===== src/rtl/regfile_scoreboard_pkg.sv =====
// Shared defaults and FSM state encoding for the register file / scoreboard slice.
package regfile_scoreboard_pkg;

    localparam int XLEN_DEF  = 32;
    localparam int NREGS_DEF = 32;

    typedef logic [0:0] state_t;

    localparam logic [0:0] ST_CLEAR = 1'b0;
    localparam logic [0:0] ST_RUN   = 1'b1;

endpackage


===== src/rtl/regfile_scoreboard_sb_busy.sv =====
// Pending-write scoreboard: one busy bit per register, set on issue, cleared on writeback.
module sb_busy #(
    parameter  int NREGS = 32,
    localparam int AW    = $clog2(NREGS)
) (
    input  logic            clk,
    input  logic            rst,
    input  logic            run,
    input  logic            we,
    input  logic [AW-1:0]   wa,
    input  logic            iss_valid,
    input  logic [AW-1:0]   iss_rd,
    input  logic [2*AW-1:0] iss_rs,
    output logic            stall,
    output logic [NREGS-1:0] busy_vec
);

    logic [NREGS-1:0] busy;
    logic [NREGS-1:0] busy_nxt;
    logic             set_en;

    // A register still hazards only if busy and not retiring in this very cycle.
    function automatic logic pending(input logic [NREGS-1:0] b,
                                     input logic [AW-1:0]    r,
                                     input logic             wb,
                                     input logic [AW-1:0]    wb_addr);
        pending = 1'b0;
        if (r != '0 && ({1'b0, r} < (AW+1)'(NREGS)))
            pending = b[r] && !(wb && wb_addr == r);
    endfunction

    always_comb begin
        stall = 1'b0;
        if (iss_valid) begin
            if (!run)
                stall = 1'b1;
            else
                stall = pending(busy, iss_rs[0 +: AW], we, wa)
                      | pending(busy, iss_rs[AW +: AW], we, wa)
                      | pending(busy, iss_rd, we, wa);
        end
    end

    assign set_en = iss_valid && !stall;

    always_comb begin
        busy_nxt = busy;
        for (int i = 1; i < NREGS; i++) begin
            if (we && wa == AW'(i))
                busy_nxt[i] = 1'b0;
            if (set_en && iss_rd == AW'(i))
                busy_nxt[i] = 1'b1;
        end
        busy_nxt[0] = 1'b0;
    end

    always_ff @(posedge clk) begin
        if (rst)
            busy <= '0;
        else
            busy <= busy_nxt;
    end

    assign busy_vec = busy;

endmodule


===== src/rtl/regfile_scoreboard.sv =====
// Register file with write bypass, post-reset clear sweep and busy scoreboard.
// States: CLEAR | zeroing regs[sweep_cnt], one per cycle;  RUN | normal operation.
module regfile_scoreboard
    import regfile_scoreboard_pkg::*;
#(
    parameter  int XLEN  = XLEN_DEF,
    parameter  int NREGS = NREGS_DEF,
    parameter  int NRD   = 2,
    localparam int AW    = $clog2(NREGS)
) (
    input  logic                clk,
    input  logic                rst,
    input  logic                we,
    input  logic [AW-1:0]       wa,
    input  logic [XLEN-1:0]     wd,
    input  logic [NRD*AW-1:0]   ra,
    output logic [NRD*XLEN-1:0] rd,
    input  logic                iss_valid,
    input  logic [AW-1:0]       iss_rd,
    input  logic [2*AW-1:0]     iss_rs,
    output logic                stall,
    output logic [NREGS-1:0]    busy_vec,
    output logic                init_done
);

    state_t          state;
    logic [AW-1:0]   sweep_cnt;
    logic [XLEN-1:0] regs [NREGS];
    logic            run;
    logic            wa_ok;

    assign run       = (state == ST_RUN);
    assign init_done = run;
    assign wa_ok     = ({1'b0, wa} < (AW+1)'(NREGS));

    always_ff @(posedge clk) begin
        if (rst) begin
            state     <= ST_CLEAR;
            sweep_cnt <= '0;
        end else if (state == ST_CLEAR) begin
            sweep_cnt <= sweep_cnt + 1'b1;
            if (sweep_cnt == AW'(NREGS - 1))
                state <= ST_RUN;
        end
    end

    // Storage has no reset; the sweep is the only thing that zeroes it.
    always_ff @(posedge clk) begin
        if (state == ST_CLEAR)
            regs[sweep_cnt] <= '0;
        else if (we && wa != '0 && wa_ok)
            regs[wa] <= wd;
    end

    always_comb begin
        rd = '0;
        for (int k = 0; k < NRD; k++) begin
            if (run && ra[k*AW +: AW] != '0) begin
                if (we && wa == ra[k*AW +: AW])
                    rd[k*XLEN +: XLEN] = wd;
                else if ({1'b0, ra[k*AW +: AW]} < (AW+1)'(NREGS))
                    rd[k*XLEN +: XLEN] = regs[ra[k*AW +: AW]];
            end
        end
    end

    sb_busy #(
        .NREGS (NREGS)
    ) u_sb_busy (
        .clk       (clk),
        .rst       (rst),
        .run       (run),
        .we        (we && run),
        .wa        (wa),
        .iss_valid (iss_valid),
        .iss_rd    (iss_rd),
        .iss_rs    (iss_rs),
        .stall     (stall),
        .busy_vec  (busy_vec)
    );

endmodule


===== config.mk =====
export PLATFORM = sky130hd
export DESIGN_NAME = regfile_scoreboard
export DESIGN_NICKNAME = d
export VERILOG_FILES = /design/src/rtl/regfile_scoreboard_pkg.sv /design/src/rtl/regfile_scoreboard_sb_busy.sv /design/src/rtl/regfile_scoreboard.sv
export SDC_FILE = /design/constraint.sdc
export NUM_CORES = 1
export LEC_CHECK = 0
export CAP_MARGIN = 40
export CORE_MARGIN = 2
export CORE_UTILIZATION = 35
export CTS_CLUSTER_DIAMETER = 80
export DETAILED_ROUTE_END_ITERATION = 7
export PLACE_DENSITY = 0.52
export SETUP_SLACK_MARGIN = 0.02
export SLEW_MARGIN = 20
export SYNTH_ARGS = -nofsm -noshare
export SYNTH_HDL_FRONTEND = slang
export SYNTH_SLANG_ARGS = --single-unit

===== constraint.sdc =====
create_clock -name clk -period 4.71 [get_ports clk]
set_input_delay 0.7065 -clock clk [delete_from_list [all_inputs] [get_ports clk]]
set_output_delay 0.7065 -clock clk [all_outputs]
set_load 0.02 [all_outputs]

==> out/summary.txt, run 1 <==
EDFF count, synth - 1024
WL final - 184000 um
post-synthesis register bit count - 1061
GP Congestion - 0.847
Main synth FF type - edfxtp_1
gate count of the mapped netlist - 3020
Core ar. - 146000 um^2
RR Startpoint - init_done
Critical Path RT - 4.00 ns
total global routing overflow - 0
Setup crit start kind - input port
Global Route Usage Sum - 0.241
critical path buffer and inverter count - 5
PwrDens - 345 nW/um^2
outcome - finished, final reports clean
Clk pin slew, worst setup/hold paths - 0.06 ns
top cell type's share of synthesized area - 0.600
# hold bufs at CTS - 0
row count - 140
Hold Vio Cnt, Final - 0
Final #Nets - 3344
RSZ-0062 raised after global routing - no
most frequent cell after synthesis - edfxtp_1
VDD IR max - 0.290 mV
deepest clock path buffer count - 3
Die Area - 150000 um^2
critical path startpoint - wa[2]
Routed wire per std cell - 34.7 um
CP max-delay cell - clkdlybuf4s50_1
Detail Placement HPWL - 108000 um
# diodes - 0
IO Count - 164
leading area contributor after synthesis - edfxtp_1
Setup Viol. Count Final - 0
area delta synth->final - 18.4%
Initial Utilization - 0.352
delay-heaviest family, CP - buffers and inverters
syn nets - 3088
worst-margin pin slew - 0.976 ns
pre-CTS setup slack - 0.340 ns
Power, Total - 21.0 mW
Hold Crit Start - sweep_cnt[4]
first-pass GRT wire length - 258000 um
initial antenna violation count - 2
Port Buffers - 162
Final ANT Viol Nets - 0
first drt pass iteration count - 6
layout cells sized above 1 - 0.260
root buf cell - clkbuf_16
final setup TNS - 0 ns
share of flip-flops with an asynchronous set or reset - 0
vias per inst - 6.24
# Max-Cap Violations - 0
Commonest cells post-synth - edfxtp_1, mux4_2, mux2i_1
crit path max fanout - 10
Synth Warn # - 0
TritonCTS Buffers - 113
Lkg Pwr - 18.8 nW
CP cell instances - clkdlybuf4s50_1 > buf_4 > xor2_1 > nor4_1 > buf_4 > nand3_1 > nor2_4 > buf_4 > a32o_1 > clkdlybuf4s50_1
Worst EP arrival - 3.66 ns
Post-CTS Resized - 0
number of global-route vias before repair - 33557
Die X - 387 um
largest net degree at the start of global routing - 70
area post-placement - 57100 um^2
post-layout minimum cycle time - 4.36 ns
fill cell count - 12793
Crit path largest cell delay - 0.66 ns
1st-iter DRT viols - 3781
clock sink count - 1061
Layout Utilization - 0.417
register area share after synthesis - 0.614
CTS H-tree lvls - 3
Max Clock Freq - 229 MHz
Avg Inst Size Synth - 17.0 um^2
worst skew pair latency - 0.73 ns
CP endpoint kind - output pin
synth unique cells - 54
Via Count - 33015
DR DRC count - 0
worst setup margin - 0.346 ns
Finished Cell Area - 60700 um^2
Worst slew margin - 0.343
Clock Skew - 0.0230 ns
post-synthesis cell area - 51300 um^2
Hold/Removal Path Class - reg2reg
Die Y - 387 um
fin crit share - 0.927
cell mode on critical path - buf_4
Synth area leaders - edfxtp_1, mux4_2, mux2i_1
post-CTS setup buffer count - 0
max-slew violations - 0
CP Class - in2out
TritonCTS clock tree - built
[cells in the final DEF, fill, tap and decap left out, types with 4 or more instances in the layout]
cell and instances:
edfxtp_1 1024, mux4_2 379, mux2i_1 372, buf_4 181
a221oi_1 145, clkdlybuf4s50_1 136, clkbuf_16 116, nor2_1 92
o211ai_1 81, a22oi_1 72, o21ai_0 71, buf_12 70
nand2_1 55, nand3_1 39, dfxtp_1 37, and2_1 36
nor2_4 34, o22ai_1 31, mux2_2 30, a32o_1 29
clkinv_1 27, a21oi_1 26, nor2b_1 26, nand2b_1 25
clkbuf_1 25, o221ai_1 23, clkinv_2 22, xor2_1 19
a211oi_1 18, a211o_1 17, bufinv_16 11, xnor2_1 9
nor3_1 9, nor4_1 8, nand4_1 6, inv_1 5
clkinvlp_4 5, a221o_1 4, nand3b_1 4
[flip-flops by register name, indices dropped and copies added, names as in the netlist]
register	cells
regs	1024
init_done	1
u_sb_busy.busy_vec	31
sweep_cnt	5
[cell families (layout without fill, tap and decap cells)]
group	Yosys count	in the layout	synth area share
other cells	1	1	0.0000731
flops	1061	1061	0.614
xor+xnor	28	28	0.00478
simple gates	348	348	0.0326
buf+inv	262	614	0.0228
fa+ha+maj	2	2	0.000488
compound gates	537	537	0.0796
mux	781	781	0.246
[worst reg2reg max path: cells and delay by family (launching register included)]
kind / cells / cell delay (ns)
AO/OA/AOI/OAI: 2 / 0.76
buffers and inverters: 2 / 0.53
flip-flops: 1 / 0.32
AND/OR/NAND/NOR: 3 / 1.27
[per-layer routing]
| layer | GRT usage | up-vias | wire length (um) |
|---|---|---|---|
| met5 | 0 | - | 0 |
| met4 | 0.0845 | 0 | 6310 |
| met3 | 0.0395 | 333 | 14000 |
| met2 | 0.391 | 1667 | 87500 |
| met1 | 0.330 | 17645 | 75900 |
| li1 | - | 13370 | - |
[stage by stage]
| stage | hold slack [ns] | cells |
|---|---|---|
| 6_report | 0.562 | 5289 |
| 5_1_grt | 0.594 | 5289 |
| 4_1_cts | 0.564 | 5289 |
| 3_5_place_dp | 0.552 | 5078 |
| 3_3_place_gp | 0.502 | 5075 |
| 2_1_floorplan | 0.486 | 3020 |
[final timing paths]
kind	to	slack, ns	cells after the start
max reg2reg	regs[17][28]	1.49	7
min reg2reg	sweep_cnt[4]	0.56	2
max	rd[32]	0.35	10
min	sweep_cnt[4]	0.56	2
[power breakdown]
part	leakage, nW	internal [mW]	total, mW	switching [mW]
Sequential	8.72	10.3	10.4	0.0495
Clock	1.77	5.10	8.87	3.77
Combinational	8.31	0.715	1.75	1.04
[area by class of cell]
class / instances / area (um^2) / share of cell area
tap: 1917 / 2400 / 0.0395
clock inverter: 69 / 626 / 0.0103
sequential: 1061 / 31500 / 0.518
clock buffer: 142 / 3010 / 0.0496
inverter: 8 / 31.3 / 0.000515
multi-input combinational: 1697 / 18900 / 0.312
timing repair buffer: 395 / 4230 / 0.0697
Note: power is estimated with default switching activity, not from simulation.
==> run 2, diff against run 1 <==
--- a/config.mk
+++ b/config.mk
@@ -9,6 +9,7 @@
 export CORE_MARGIN = 2
 export CORE_UTILIZATION = 35
 export CTS_CLUSTER_DIAMETER = 80
+export CTS_CLUSTER_SIZE = 12
 export DETAILED_ROUTE_END_ITERATION = 7
 export PLACE_DENSITY = 0.52
 export SETUP_SLACK_MARGIN = 0.02
==> out/summary.txt, run 2 (synthesis gave the netlist of run 1 again) <==
wire length on met2 - 87600 um (was 87500 um)
WL met3 - 14700 um (was 14000 um)
1st-iter DRT viols - 3970 (was 3781)
# hold bufs at CTS - 0 (unchanged)
Clk pin slew, worst setup/hold paths - 0.07 ns (was 0.06 ns)
deepest clock path buffer count - 3 (unchanged)
Max Clock Freq - 228 MHz (was 229 MHz)
Critical Path RT - 4.00 ns (about the same)
TritonCTS clock tree - built (unchanged)
crit path max fanout - 10 (unchanged)
number of global-route vias before repair - 33334 (was 33557)
final setup TNS - 0 ns (unchanged)
post-layout minimum cycle time - 4.39 ns (was 4.36 ns)
# Max-Cap Violations - 0 (unchanged)
Setup crit start kind - input port (unchanged)
largest net degree at the start of global routing - 70 (unchanged)
Hold Vio Cnt, Final - 0 (unchanged)
worst skew pair latency - 0.71 ns (was 0.73 ns)
first-pass GRT wire length - 257000 um (was 258000 um)
IO Count - 164 (unchanged)
Detail Placement HPWL - 108000 um (unchanged)
Final #Nets - 3330 (was 3344)
register with the most flip-flops - regs (unchanged)
Worst slew margin - 0.408 (was 0.343)
clock sink count - 1061 (unchanged)
Clock Skew - 0.0164 ns (was 0.0230 ns)
Worst EP arrival - 3.69 ns (was 3.66 ns)
most common cell after layout, fill and taps aside - edfxtp_1 (unchanged)
highest metal used - met4 (unchanged)
met1 WL - 75600 um (was 75900 um)
max-slew violations - 0 (unchanged)
Worst Hold Depth - 2 (unchanged)
Lkg Pwr - 18.3 nW (was 18.8 nW)
Die Y - 387 um (unchanged)
VDD IR max - 0.303 mV (was 0.290 mV)
row count - 140 (unchanged)
Hold/Removal Path Class - reg2reg (unchanged)
CP endpoint kind - output pin (unchanged)
total global routing overflow - 0 (unchanged)
layout cells sized above 1 - 0.252 (was 0.260)
R2R depth - 7 (unchanged)
Final ANT Viol Nets - 0 (unchanged)
GP Congestion - 0.847 (unchanged)
most frequent cells in the layout - edfxtp_1, mux4_2, mux2i_1 (unchanged)
outcome - finished, final reports clean (unchanged)
worst-margin pin slew - 0.881 ns (was 0.976 ns)
vias per inst - 6.32 (was 6.24)
Routed wire per std cell - 35.3 um (was 34.7 um)
Layout Utilization - 0.411 (was 0.417)
TritonCTS Buffers - 99 (was 113)
Die Area - 150000 um^2 (unchanged)
CP Class - in2out (unchanged)
Reg area - 31500 um^2 (unchanged)
fill cell count - 12835 (was 12793)
Initial Utilization - 0.352 (unchanged)
area delta synth->final - 16.6% (was 18.4%)
Core ar. - 146000 um^2 (unchanged)
WL final - 184000 um (about the same)
Post-CTS Resized - 0 (unchanged)
footprint of the multi-input gates - 18900 um^2 (unchanged)
Port Buffers - 162 (unchanged)
RSZ-0062 raised after global routing - no (unchanged)
Setup Viol. Count Final - 0 (unchanged)
Global Route Usage Sum - 0.241 (about the same)
post-CTS setup buffer count - 0 (unchanged)
Via Count - 32890 (was 33015)
first drt pass iteration count - 5 (was 6)
root buf cell - clkbuf_16 (unchanged)
DR DRC count - 0 (unchanged)
CTS H-tree lvls - 3 (unchanged)
max FFs per register - 1024 (unchanged)
PwrDens - 326 nW/um^2 (was 345 nW/um^2)
initial antenna violation count - 2 (unchanged)
fin crit share - 0.933 (was 0.927)
Die X - 387 um (unchanged)
## run 2: layer usage
layer	vias to the layer above	GRT usage
met5	-	0
met3	300	0.0388
met2	1713	0.390
li1	13261	-
met1	17616	0.330
met4	0	0.0825
## run 2: worst max-delay path, stage by stage
cell and delay (ns):
clkdlybuf4s50_1 0.46, buf_4 0.21, xor2_1 0.16, nor4_1 0.32
buf_4 0.19, nand3_1 0.11, nor2_4 0.19, buf_4 0.34
a32o_1 0.32, clkdlybuf4s50_1 0.66
## run 2: report_power, final
part	switching, mW	internal [mW]	total, mW
clock	3.50	3.88	7.38
sequential	0.0490	10.3	10.4
combinational	1.04	0.715	1.75
total	4.59	14.9	19.5
## run 2: final cells by class
| cell class | count | share of cell area |
|---|---|---|
| Clock buffer | 120 | 0.0440 |
| Timing Repair Buffer | 395 | 0.0708 |
| Clock inverter | 6 | 0.00130 |
| Antenna cell | 3 | 0.000126 |
| Multi-Input combinational cell | 1697 | 0.317 |
| Sequential cell | 1061 | 0.526 |
| Inverter | 8 | 0.000523 |
| Tap cell | 1917 | 0.0401 |
## run 2: final timing paths
path | startpoint | end | slack [ns]
worst min register to register | sweep_cnt[4] | sweep_cnt[4] | 0.56
worst min-delay path | sweep_cnt[4] | sweep_cnt[4] | 0.56
worst max register to register | init_done | regs[17][19] | 1.44
worst max-delay path | wa[2] | rd[32] | 0.32
## run 2: metrics by stage
stage	cells	area, um^2	hold WS, ns	worst slack (ns)	total power [mW]
5_1_grt	5204	59800	0.594	0.204	20.0
6_report	5207	59800	0.563	0.317	19.5
3_3_place_gp	5075	57000	0.502	0.281	12.3
3_5_place_dp	5078	57100	0.552	0.340	12.3
2_1_floorplan	3020	51300	0.486	0.776	11.6
4_1_cts	5204	59800	0.564	0.315	19.6
